$ cat src/rtl/lift_call_scheduler.sv
`default_nettype none
// ============================================================================
// Module      : lift_call_scheduler
// Description : SCAN call scheduler for a 3-floor elevator. It latches button
//               edges into a pending set and dispatches one target at a time on
//               a one-hot call bus. Each request is retired once the car has
//               arrived and its door cycle has finished, or the serve timeout
//               has expired.
//               Optional travel watchdog: define LIFT_SCHED_WDOG_EN.
// Revision    : 1.0 - initial release
// ============================================================================
module lift_call_scheduler #(
  parameter int SERVE_TIMEOUT = 8,
  parameter int WDOG_CYCLES   = 32
) (
  input  logic       clk,
  input  logic       reset_n,
  input  logic [2:0] btn,
  input  logic [2:0] lift_state,
  output logic [2:0] call,
  output logic [2:0] pending,
  output logic [1:0] target,
  output logic       busy,
  output logic       dir_up,
  output logic       fault
);

  localparam int             c_SCNT_W     = $clog2(SERVE_TIMEOUT + 1);
  localparam logic [c_SCNT_W-1:0] c_SERVE_LAST = c_SCNT_W'(SERVE_TIMEOUT - 1);
  localparam logic [2:0]     c_LS_DOORS   = 3'd5;

  typedef enum logic [1:0] {
    S_IDLE   = 2'd0,
    S_TRAVEL = 2'd1,
    S_SERVE  = 2'd2
  } state_t;

  state_t              r_state, w_state_nxt;
  logic [2:0]          r_btn_prev;
  logic [2:0]          r_pending, w_pending_nxt;
  logic [1:0]          r_last_floor, w_last_floor_nxt;
  logic [1:0]          r_target, w_target_nxt;
  logic [2:0]          r_call, w_call_nxt;
  logic                r_busy, w_busy_nxt;
  logic                r_dir_up, w_dir_up_nxt;
  logic [c_SCNT_W-1:0] r_serve_cnt, w_serve_cnt_nxt;
  logic                r_door_seen, w_door_seen_nxt;
  logic [2:0]          w_btn_rise;
  logic [2:0]          w_clr;

  // SCAN selection results
  logic                w_above_ok, w_below_ok;
  logic [1:0]          w_above, w_below;
  logic [1:0]          w_sel_floor;
  logic                w_sel_dir;

`ifdef LIFT_SCHED_WDOG_EN
  localparam int                  c_WCNT_W    = $clog2(WDOG_CYCLES + 1);
  localparam logic [c_WCNT_W-1:0] c_WDOG_LAST = c_WCNT_W'(WDOG_CYCLES - 1);
  logic [c_WCNT_W-1:0] r_wdog_cnt, w_wdog_cnt_nxt;
  logic                r_fault, w_fault_nxt;
`endif

  function automatic logic [2:0] onehot3(input logic [1:0] f);
    onehot3 = 3'b001 << f;
  endfunction

  // Nearest pending floor above and below the last known floor
  always_comb begin
    w_above_ok  = 1'b0;
    w_above     = r_last_floor;
    w_below_ok  = 1'b0;
    w_below     = r_last_floor;
    w_sel_floor = r_last_floor;
    w_sel_dir   = r_dir_up;
    case (r_last_floor)
      2'd0: begin
        if (r_pending[1]) begin
          w_above_ok = 1'b1; w_above = 2'd1;
        end else if (r_pending[2]) begin
          w_above_ok = 1'b1; w_above = 2'd2;
        end
      end
      2'd1: begin
        if (r_pending[2]) begin
          w_above_ok = 1'b1; w_above = 2'd2;
        end
        if (r_pending[0]) begin
          w_below_ok = 1'b1; w_below = 2'd0;
        end
      end
      default: begin
        if (r_pending[1]) begin
          w_below_ok = 1'b1; w_below = 2'd1;
        end else if (r_pending[0]) begin
          w_below_ok = 1'b1; w_below = 2'd0;
        end
      end
    endcase
    // Keep direction while requests lie ahead, otherwise reverse.
    // With nothing ahead or behind, the only request is the last floor itself
    // (car has left it), so it is dispatched in place.
    if (r_dir_up) begin
      if (w_above_ok) begin
        w_sel_floor = w_above;
      end else if (w_below_ok) begin
        w_sel_floor = w_below; w_sel_dir = 1'b0;
      end
    end else begin
      if (w_below_ok) begin
        w_sel_floor = w_below;
      end else if (w_above_ok) begin
        w_sel_floor = w_above; w_sel_dir = 1'b1;
      end
    end
  end

  // Next-state and output decode for the IDLE/TRAVEL/SERVE controller
  always_comb begin
    w_btn_rise       = btn & ~r_btn_prev;
    w_clr            = 3'b000;
    w_state_nxt      = r_state;
    w_target_nxt     = r_target;
    w_call_nxt       = r_call;
    w_busy_nxt       = r_busy;
    w_dir_up_nxt     = r_dir_up;
    w_serve_cnt_nxt  = r_serve_cnt;
    w_door_seen_nxt  = r_door_seen;
    w_last_floor_nxt = (lift_state <= 3'd2) ? lift_state[1:0] : r_last_floor;
`ifdef LIFT_SCHED_WDOG_EN
    w_wdog_cnt_nxt   = r_wdog_cnt;
    w_fault_nxt      = r_fault;
`endif
    case (r_state)
      S_IDLE: begin
        if (|(r_pending & onehot3(r_last_floor)) &&
            (lift_state == {1'b0, r_last_floor})) begin
          // Car is already standing at the requested floor
          w_clr = onehot3(r_last_floor);
        end else if (r_pending != 3'b000) begin
          w_target_nxt   = w_sel_floor;
          w_dir_up_nxt   = w_sel_dir;
          w_call_nxt     = onehot3(w_sel_floor);
          w_busy_nxt     = 1'b1;
          w_state_nxt    = S_TRAVEL;
`ifdef LIFT_SCHED_WDOG_EN
          w_wdog_cnt_nxt = '0;
`endif
        end
      end
      S_TRAVEL: begin
        if ((lift_state == {1'b0, r_target}) || (lift_state == c_LS_DOORS)) begin
          w_call_nxt      = 3'b000;
          w_state_nxt     = S_SERVE;
          w_serve_cnt_nxt = '0;
          w_door_seen_nxt = 1'b0;
`ifdef LIFT_SCHED_WDOG_EN
        end else if (r_wdog_cnt == c_WDOG_LAST) begin
          // Give up on this trip; pending bit stays set so it is retried
          w_fault_nxt = 1'b1;
          w_call_nxt  = 3'b000;
          w_busy_nxt  = 1'b0;
          w_state_nxt = S_IDLE;
        end else begin
          w_wdog_cnt_nxt = r_wdog_cnt + 1'b1;
`endif
        end
      end
      S_SERVE: begin
        // Codes 6/7 are not a valid "doors closed" indication
        if ((r_door_seen && (lift_state < c_LS_DOORS)) ||
            (r_serve_cnt == c_SERVE_LAST)) begin
          w_clr       = onehot3(r_target);
          w_busy_nxt  = 1'b0;
          w_state_nxt = S_IDLE;
        end else begin
          w_serve_cnt_nxt = r_serve_cnt + 1'b1;
          if (lift_state == c_LS_DOORS) w_door_seen_nxt = 1'b1;
        end
      end
      default: begin
        w_call_nxt  = 3'b000;
        w_busy_nxt  = 1'b0;
        w_state_nxt = S_IDLE;
      end
    endcase
    // Clear beats a same-cycle new press: that request is treated as served
    w_pending_nxt = (r_pending | w_btn_rise) & ~w_clr;
  end

  // State and output registers with asynchronous active-low reset
  always_ff @(posedge clk or negedge reset_n) begin
    if (!reset_n) begin
      r_state      <= S_IDLE;
      r_btn_prev   <= 3'b000;
      r_pending    <= 3'b000;
      r_last_floor <= 2'd0;
      r_target     <= 2'd0;
      r_call       <= 3'b000;
      r_busy       <= 1'b0;
      r_dir_up     <= 1'b1;
      r_serve_cnt  <= '0;
      r_door_seen  <= 1'b0;
`ifdef LIFT_SCHED_WDOG_EN
      r_wdog_cnt   <= '0;
      r_fault      <= 1'b0;
`endif
    end else begin
      r_state      <= w_state_nxt;
      r_btn_prev   <= btn;
      r_pending    <= w_pending_nxt;
      r_last_floor <= w_last_floor_nxt;
      r_target     <= w_target_nxt;
      r_call       <= w_call_nxt;
      r_busy       <= w_busy_nxt;
      r_dir_up     <= w_dir_up_nxt;
      r_serve_cnt  <= w_serve_cnt_nxt;
      r_door_seen  <= w_door_seen_nxt;
`ifdef LIFT_SCHED_WDOG_EN
      r_wdog_cnt   <= w_wdog_cnt_nxt;
      r_fault      <= w_fault_nxt;
`endif
    end
  end

  assign call    = r_call;
  assign pending = r_pending;
  assign target  = r_target;
  assign busy    = r_busy;
  assign dir_up  = r_dir_up;
`ifdef LIFT_SCHED_WDOG_EN
  assign fault   = r_fault;
`else
  assign fault   = 1'b0;
`endif

endmodule
`default_nettype wire

$ cat config.mk
export PLATFORM = sky130hd
export DESIGN_NAME = lift_call_scheduler
export DESIGN_NICKNAME = d
export VERILOG_FILES = /design/src/rtl/lift_call_scheduler.sv
export SDC_FILE = /design/constraint.sdc
export NUM_CORES = 1
export LEC_CHECK = 0
export CAP_MARGIN = 25
export CORE_MARGIN = 2
export CORE_UTILIZATION = 45
export CTS_BUF_LIST = sky130_fd_sc_hd__clkbuf_4 sky130_fd_sc_hd__clkbuf_8
export DETAILED_ROUTE_END_ITERATION = 12
export GPL_TIMING_DRIVEN = 1
export HOLD_SLACK_MARGIN = 0.06
export PLACE_DENSITY_LB_ADDON = 0.25
export SLEW_MARGIN = 20
export SYNTH_ARGS = -nofsm -noshare
export SYNTH_HDL_FRONTEND = slang
export SYNTH_SLANG_ARGS = --single-unit
export TNS_END_PERCENT = 20
$ cat constraint.sdc
create_clock -name clk -period 2.1 [get_ports clk]
set_input_delay 0.525 -clock clk [delete_from_list [all_inputs] [get_ports clk]]
set_output_delay 0.525 -clock clk [all_outputs]
set_load 0.01 [all_outputs]
### After elaboration in Yosys (flattened, before gate mapping)

Index checks and enable logic that the tools add are counted.

| word-level totals | value |
|---|---|
| flip-flop bits (word level) | 22 |
| input bits | 8 |
| output and inout bits | 11 |
| logic and storage cells | 98 |

| operators by class | value |
|---|---|
| add/subtract/negate cells | 1 |
| order comparisons | 2 |
| equal/unequal tests | 13 |
| shift-type cells | 3 |
| multiplexer cells | 45 |
| bitwise operators | 9 |
| reduce and logical (&&, ||, !) cells | 15 |

Operator list:

| cell | count |
|---|---|
| $mux 2 | 13 |
| $reduce_and 4->1 | 4 |
| $mux 1 | 15 |
| $mux 3 | 5 |
| $ne 2x2->1 const B | 6 |
| $and 3x3->3 | 3 |
| $pmux 3 s3 | 1 |
| $shl 1x2->3 const A | 3 |
| $mux 4 | 2 |
| $pmux 2 s2 | 2 |
| $pmux 4 s2 | 1 |
| $eq 3x2->1 | 2 |
| $not 3->3 | 2 |
| $pmux 1 s2 | 3 |
| $pmux 2 s3 | 1 |
| $pmux 3 s2 | 1 |
| $reduce_and 3->1 | 2 |
| $add 4x1->4 const B | 1 |
| $eq 2x1->1 const B | 2 |
| $eq 4x3->1 const B | 1 |
| $logic_not 2->1 | 2 |
| $eq 3x3->1 const B | 1 |
| $le 3x2->1 const B | 1 |
| $lt 3x3->1 const B | 1 |
| other kinds (9) | 13 |

### Depth between registers and ports, before layout

Gate-level depths: netlist (run 1).

| depth | value |
|---|---|
| word-level depth | 10 |
| depth in mapped cells | 6 |
| depth with buffers taken out | 5 |

### Least setup slack after synthesis (run 1)

No wires, ideal clock.

| path | value |
|---|---|
| kind | input -> register |
| from | input lift_state[1] |
| to | register r_call[0], in the netlist call[0] |
| library setup time | 0.127 ns |
| arrival time | 1.713 ns |
| data required time | 1.973 ns |
| path slack | 0.260 ns |
| cell stages on the path | 5 |
| buffers on the path | 0 |
| cells stage by stage | or4_1 > o22ai_1 > o31ai_1 > nand2_2 > mux2_1 |

| on the way | value |
|---|---|
| cells in the longest elaborated chain, start to end | 4 |
| elaborated cells on any way between the ends | 8 |
| those cells by class | eq/ne (5); reduce/logical (3) |

RTL lines:

| element | line | source |
|---|---|---|
| start, declared | 19 | `input logic [2:0] lift_state,` |
| $eq 3x2->1 (tied with other cells) | 137 | `(lift_state == {1'b0, r_last_floor})) begin` |
| $logic_and 1x1->1 or $logic_or 1x1->1 (tied branches) | 136, 152 |  |
| $ne 2x2->1 (no source line) | - |  |
| $reduce_and 4->1 (no source line) * | - |  |
| end signal, assigned | 214 | `r_call <= w_call_nxt;` |
| end, declared | 43 | `logic [2:0] r_call, w_call_nxt;` |

Mark *: on every way between the ends. The rest lies on a longest branch, timed or not.
A chain may end at the register's enable or synchronous reset.

### Worst setup path after layout (run 1)

| path | value |
|---|---|
| from | input lift_state[0] |
| to | register r_call[0], in the netlist call[0] |

Same word-level chain as after synthesis.

==> impl_metrics.toml, run 1 <==
[hold_path]
hold_depth = 2
worstHoldEndpoint = "busy"
hp-class = "register to register"
min-delay-start = "busy"

[grt]
grt_max_degree = 23
globalRouteOverflowTotal = 0
antenna_found_initial = 0
grt_pass1_wl_um = 4215
track_usage_pct = 19.79
grt_pass1_vias = 920

[cts]
root_buffer = "clkbuf_4"
path_clk_slew_ns = 0.13
cts_setup_buffers = 0
postCtsHoldBufs = 0
insertion_delay_ns = 0.31
cts_buffers = 3
clk_path_buf_depth = 2
cts_tree = "built"
h-tree-depth = 1
cts_num_sinks = 22

[drt]
ant_nets = 0
dr.pass1.iters = 4
remaining_drc_errors = 0
drt_iter0_drc = 35
routed-via-count = 1019
wl_per_cell_um = 14.19
vias_per_cell = 5.661
wl_um = 2554

[critical_path]
r2r_cells = 5
cp.arrival_ns = 2.22
crit_type = "input pin to register"
r2r_setup_slack_ns = 0.22
worstSetupStartpointType = "input pin"
crit_required_ns = 2.31
end_kind = "register"
cp_max_fo = 4
r2r-end = "call[0]"
r2r_start = "r_last_floor[0]"

[place]
post-place-cells = 176
gp_congestion = 0.8093
dpl-instance-area_sq_mm = 0.001460
dp_slack_ns = -0.3509
dpl.hpwl_um = 1908
port_buffers = 17

[yosys]
synth.distinct_cells = 39
synth-seq-cells = 22
synth_top_area_cell = "dfrtp_1"
synth_area_sq_mm = 0.001164
ys_seq_area_share_pct = 47.42
yosysWarnings = 0
synthTopCellsByArea = "dfrtp_1 (45%), a21oi_1 (3.9%), nor2_1 (3.5%)"
syn-instance-count = 117
postSynthAreaPerCell_sq_um = 9.945
synth_top_area_share_pct = 45.16
synth_nets = 126

[outcome]
status = "finished, final reports clean"

[power_and_ir_drop]
vdd_drop_max_uv = 875.0
p_sw_mw = 0.6055
p_leak_nw = 0.6696
seqPwrFrac_pct = 37.4
power.internal_mw = 1.148
swShare_pct = 34.53
combPwrFrac_pct = 44.3
power_mw = 1.754
clockPowerShare_pct = 18.3
power_density_mw_per_mm2 = 1153

[final_layout]
final_cell_count_no_fill = 180
nets = 160
diodes = 0
area_delta_synth_final_pct = 30.75
drive_above_1_share_pct = 17.33
post-route-util_pct = 61.98
finalInstanceArea_sq_mm = 0.001521

[floorplan]
io_pins = 19
rows = 18
die_x_um = 54.85
core_sq_mm = 0.002455
dieArea_sq_mm = 0.003009
fp.dieH_um = 54.85
initial_core_util_pct = 47.40

[timing]
fin_crit_ns = 2.011
worst_hold_slack_ns = 0.5015
finalSetupViolations = 0
hold_viol_final = 0
finalWorstSetupSlack_ns = 0.08900
fin_crit_sh_pct = 95.76
rsz0062_at_grt = "false"
fin_tns_setup_ns = 0
fmax_mhz = 497.3
finClkSkew_ns = 0.01552
slew_violations = 0

[run]
cap_violations = 0
-- cell type report --
| class | count | area (sq um) |
|---|---|---|
| Timing Repair Buffer | 33 | 292.8 |
| Tap cell | 30 | 37.54 |
| Clock inverter | 1 | 30.03 |
| Fill cell | 215 | 933.4 |
| Multi-Input combinational cell | 85 | 564.3 |
| Sequential cell | 22 | 551.8 |
| Clock buffer | 3 | 22.52 |
| Inverter | 6 | 22.52 |
-- Yosys cell counts --
master      n
nor4b_1     2
o32a_1      1
buf_6       1
o311ai_4    1
nand2_2     1
a221o_1     1
a221oi_1    2
dfrtp_1    21
o31ai_1     4
o21ai_1     2
nand3b_1    2
ha_1        1
dfstp_2     1
nor4_1      1
conb_1      1
o22ai_1     3
nand2_1     9
o31a_1      1
mux2_2      1
nor2b_1     5
a311oi_1    1
nor2_1     11
or2_2       1
nand2b_1    3
mux2i_1     2
a22oi_1     2
buf_2       1
o21ai_0     5
or3_1       2
nand3_1     1
a21oi_1     9
o21a_1      2
or4_1       1
buf_4       2
xor2_1      2
inv_1       6
mux2_1      3
a2bb2oi_1   1
nand4b_1    1
-- flip-flops by register name, summed over array words and instances, names as in the netlist --
signal,cells
r_state,2
dir_up,1
call,3
pending,3
busy,1
r_serve_cnt,4
target,2
r_door_seen,1
r_last_floor,2
r_btn_prev,3
-- worst max-delay path, cell delays in order --
cell and delay (ns):
clkdlybuf4s50_1 0.47, or4_1 0.44, o22ai_2 0.24, o31ai_1 0.12, nand2_2 0.11, mux2_1 0.32
-- kinds of logic (layout without fill, tap and decap cells) --
logic type	Yosys count	in the layout	share of synthesized area, %
other	1	1	0.3223
AND/OR/NAND/NOR	40	40	18.07
adder cells (fa/ha/maj)	1	1	1.075
flip-flops	22	22	47.42
buffers and inverters	10	43	4.623
AO/OA/AOI/OAI	35	35	21.40
multiplexers	6	6	5.591
XOR/XNOR	2	2	1.506
-- repair_timing --
action | 4_1_cts | 5_1_grt
pin swaps | 0 | 1
endpoints found under the setup margin | 3 | 3
gates cloned | 0 | 0
resized for setup | 1 | 1
-- cells in the final DEF (no fill, tap or decap), drive strengths merged --
cell type and count:
nor4 1, o22ai 3, nand3 1, o21a 2
nor4b 2, o31a 1, a2bb2oi 1, clkdlybuf4s50 16
o21ai 7, or3 2, o32a 1, conb 1
nand2b 3, a311oi 1, xor2 2, o31ai 4
mux2 4, clkbuf 3, nand4b 1, a221oi 2
ha 1, nor2 11, dfrtp 21, a221o 1
nand3b 2, a22oi 2, dfstp 1, buf 16
a21oi 9, bufinv 1, or2 1, nor2b 5
o311ai 1, or4 1, nand2 10, dlymetal6s2s 1
mux2i 2, inv 6
-- routing by layer --
layer | global-route usage (%) | routed length [um]
met1 | 25.69 | 1193
met2 | 32.94 | 1195
met3 | 3.825 | 125
met4 | 6.250 | 38
met5 | 0 | 0
-- power groups by stage --
stage | Combinational (mW) | Clock [mW] | Sequential [mW]
6_report | 0.776 | 0.321 | 0.656
3_3_place_gp | 0.756 | 0 | 0.656
5_1_grt | 0.855 | 0.349 | 0.679
2_1_floorplan | 0.392 | 0 | 0.686
4_1_cts | 0.778 | 0.332 | 0.655
3_5_place_dp | 0.770 | 0 | 0.664
-- how the worst max path moves through the flow --
stage	startpoint	end	slack, ns	cells past startpoint
after floorplan	lift_state[1]	call[0]	0.26	5
after global placement	lift_state[1]	call[2]	-0.32	6
after detailed placement	lift_state[1]	call[2]	-0.35	6
after CTS	lift_state[1]	call[2]	0.05	6
after global routing	lift_state[0]	call[2]	0.02	6
final	lift_state[0]	call[0]	0.09	6
Note: power is estimated with default switching activity, not from simulation.
==> inputs of run 2 (changes only) <==
--- a/config.mk
+++ b/config.mk
@@ -7,10 +7,9 @@
 export LEC_CHECK = 0
 export CAP_MARGIN = 25
 export CORE_MARGIN = 2
-export CORE_UTILIZATION = 45
+export CORE_UTILIZATION = 54
 export CTS_BUF_LIST = sky130_fd_sc_hd__clkbuf_4 sky130_fd_sc_hd__clkbuf_8
 export DETAILED_ROUTE_END_ITERATION = 12
-export GPL_TIMING_DRIVEN = 1
 export HOLD_SLACK_MARGIN = 0.06
 export PLACE_DENSITY_LB_ADDON = 0.25
 export SLEW_MARGIN = 20
==> impl_metrics.toml, run 2 (same netlist as run 1, synthesis figures left out) <==
[outcome]
status = "finished, final reports clean"

[power_and_ir_drop]
p_leak_nw = 0.6728
vdd_drop_max_uv = 749.3
power_mw = 1.675
power_density_mw_per_mm2 = 1105

[grt]
grt_max_degree = 23
track_usage_pct = 23.60
antenna_found_initial = 0
globalRouteOverflowTotal = 0
grt_pass1_vias = 1040
grt_pass1_wl_um = 4498

[critical_path]
cp_cell_sequence = "clkdlybuf4s50_1, nand3b_1, o22ai_4, o31ai_1, nand2_2, mux2_1"
r2r_start = "r_last_floor[0]"
r2r-end = "call[2]"
path_buf_inv = 1
crit_type = "input pin to register"
end_kind = "register"
cp_top_family = "buffers and inverters"
crit_slowest_cell = "clkdlybuf4s50_1"
cp.arrival_ns = 2.19
crit_required_ns = 2.30
worstSetupStartpointType = "input pin"
r2r_cells = 5
path_depth = 6
r2r_setup_slack_ns = 0.21
critPathMaxStageDelay_ns = 0.64
cp_max_fo = 8

[timing]
hold_viol_final = 0
rsz0062_at_grt = "false"
finClkSkew_ns = 0.004877
fin_crit_sh_pct = 94.73
slew_violations = 0
finalSetupViolations = 0
fmax_mhz = 502.7
fin_crit_ns = 1.989

[cts]
h-tree-depth = 1
cts_buffers = 3
postCtsHoldBufs = 0
insertion_delay_ns = 0.31
cts_num_sinks = 22
cts_tree = "built"
clk_path_buf_depth = 2
root_buffer = "clkbuf_4"
path_clk_slew_ns = 0.12

[final_layout]
largest_register_ffs = 4
area_delta_synth_final_pct = 30.32
final_common_cell = "dfrtp_1"
mostFrequentLayoutCells = "dfrtp_1 (21), buf_4 (16), clkdlybuf4s50_1 (15)"
n_fill_cell = 148
finalInstanceArea_sq_mm = 0.001516
drive_above_1_share_pct = 18.67
regMostFlops = "r_serve_cnt"
nets = 160
diodes = 0

[floorplan]
initial_core_util_pct = 58.12
core_sq_mm = 0.002002
die_x_um = 50.42
dieArea_sq_mm = 0.002542
io_pins = 19
rows = 16
fp.dieH_um = 50.42

[hold_path]
hp-class = "register to register"
hold_depth = 2
worstHoldEndpoint = "busy"
min-delay-start = "busy"

[place]
dpl.hpwl_um = 1895
port_buffers = 17
dpl-instance-area_sq_mm = 0.001449
gp_congestion = 0.8505

[drt]
wl_um = 2550
dr.pass1.iters = 6
ant_nets = 0
drt_iter0_drc = 26
wl_per_cell_um = 14.41
remaining_drc_errors = 0
routed-via-count = 1016
vias_per_cell = 5.740

[run]
cap_violations = 0
[run 2: per-stage QoR]
step / setup slack (ns) / std cells / hold WS (ns) / util [%] / setup TNS [ns]
floorplan: 0.2600 / 117 / 0.2294 / - / 0
finish: 0.1106 / 177 / 0.4947 / 75.75 / 0
global route: 0.02491 / 177 / 0.5357 / 75.75 / 0
global placement: -0.3240 / 172 / 0.4650 / 72.38 / -2.167
detailed placement: -0.3462 / 172 / 0.4603 / 72.38 / -2.339
CTS: 0.03887 / 176 / 0.4997 / 74.19 / 0
[run 2: where the power goes]
| group | switching, mW | internal (mW) |
|---|---|---|
| clock network | 0.132 | 0.0872 |
| logic | 0.378 | 0.418 |
| registers | 0.112 | 0.547 |
[run 2: cell type report]
type	count	area [sq um]	area share, %
clock buffers	4	30.03	1.980
inverters	6	22.52	1.485
multi-input cells	85	583.1	38.45
flip-flops and latches	22	551.8	36.39
well taps	27	33.78	2.228
repair buffers	33	295.3	19.47
[run 2: repair_timing]
item | CTS | global route
resized for setup | 1 | 5
pin swaps | 0 | 1
setup buffers | 0 | 1
setup endpoints to repair | 3 | 3
[run 2: worst max path at each step]
stage / start / endpoint
after global routing: lift_state[2] / call[1]
after global placement: lift_state[1] / call[0]
after detailed placement: lift_state[1] / call[2]
after floorplan: lift_state[1] / call[0]
after CTS: lift_state[1] / call[2]
final: lift_state[2] / call[2]
[run 2: metal layers]
layer	track usage [%]	routed length (um)	vias to the layer above
li1	-	-	488
met1	28.32	1093	490
met2	39.47	1271	31
met3	4.762	119	7
met4	13.06	65	0
met5	0	0	-
[run 2: worst min-delay path: cells and delay by family (launching register included)]
kind             cells  cell delay (ns)
DFF                  1             0.37
and+or+nand+nor      2             0.11
==> inputs of run 3 (changes only) <==
--- a/config.mk
+++ b/config.mk
@@ -5,11 +5,13 @@
 export SDC_FILE = /design/constraint.sdc
 export NUM_CORES = 1
 export LEC_CHECK = 0
+export ABC_CLOCK_PERIOD_IN_PS = 2100
 export CAP_MARGIN = 25
 export CORE_MARGIN = 2
 export CORE_UTILIZATION = 54
 export CTS_BUF_LIST = sky130_fd_sc_hd__clkbuf_4 sky130_fd_sc_hd__clkbuf_8
 export DETAILED_ROUTE_END_ITERATION = 12
+export GPL_ROUTABILITY_DRIVEN = 0
 export HOLD_SLACK_MARGIN = 0.06
 export PLACE_DENSITY_LB_ADDON = 0.25
 export SLEW_MARGIN = 20
==> results of run 3 <==
The final DEF is identical to that of run 2; final timing and power are the same.
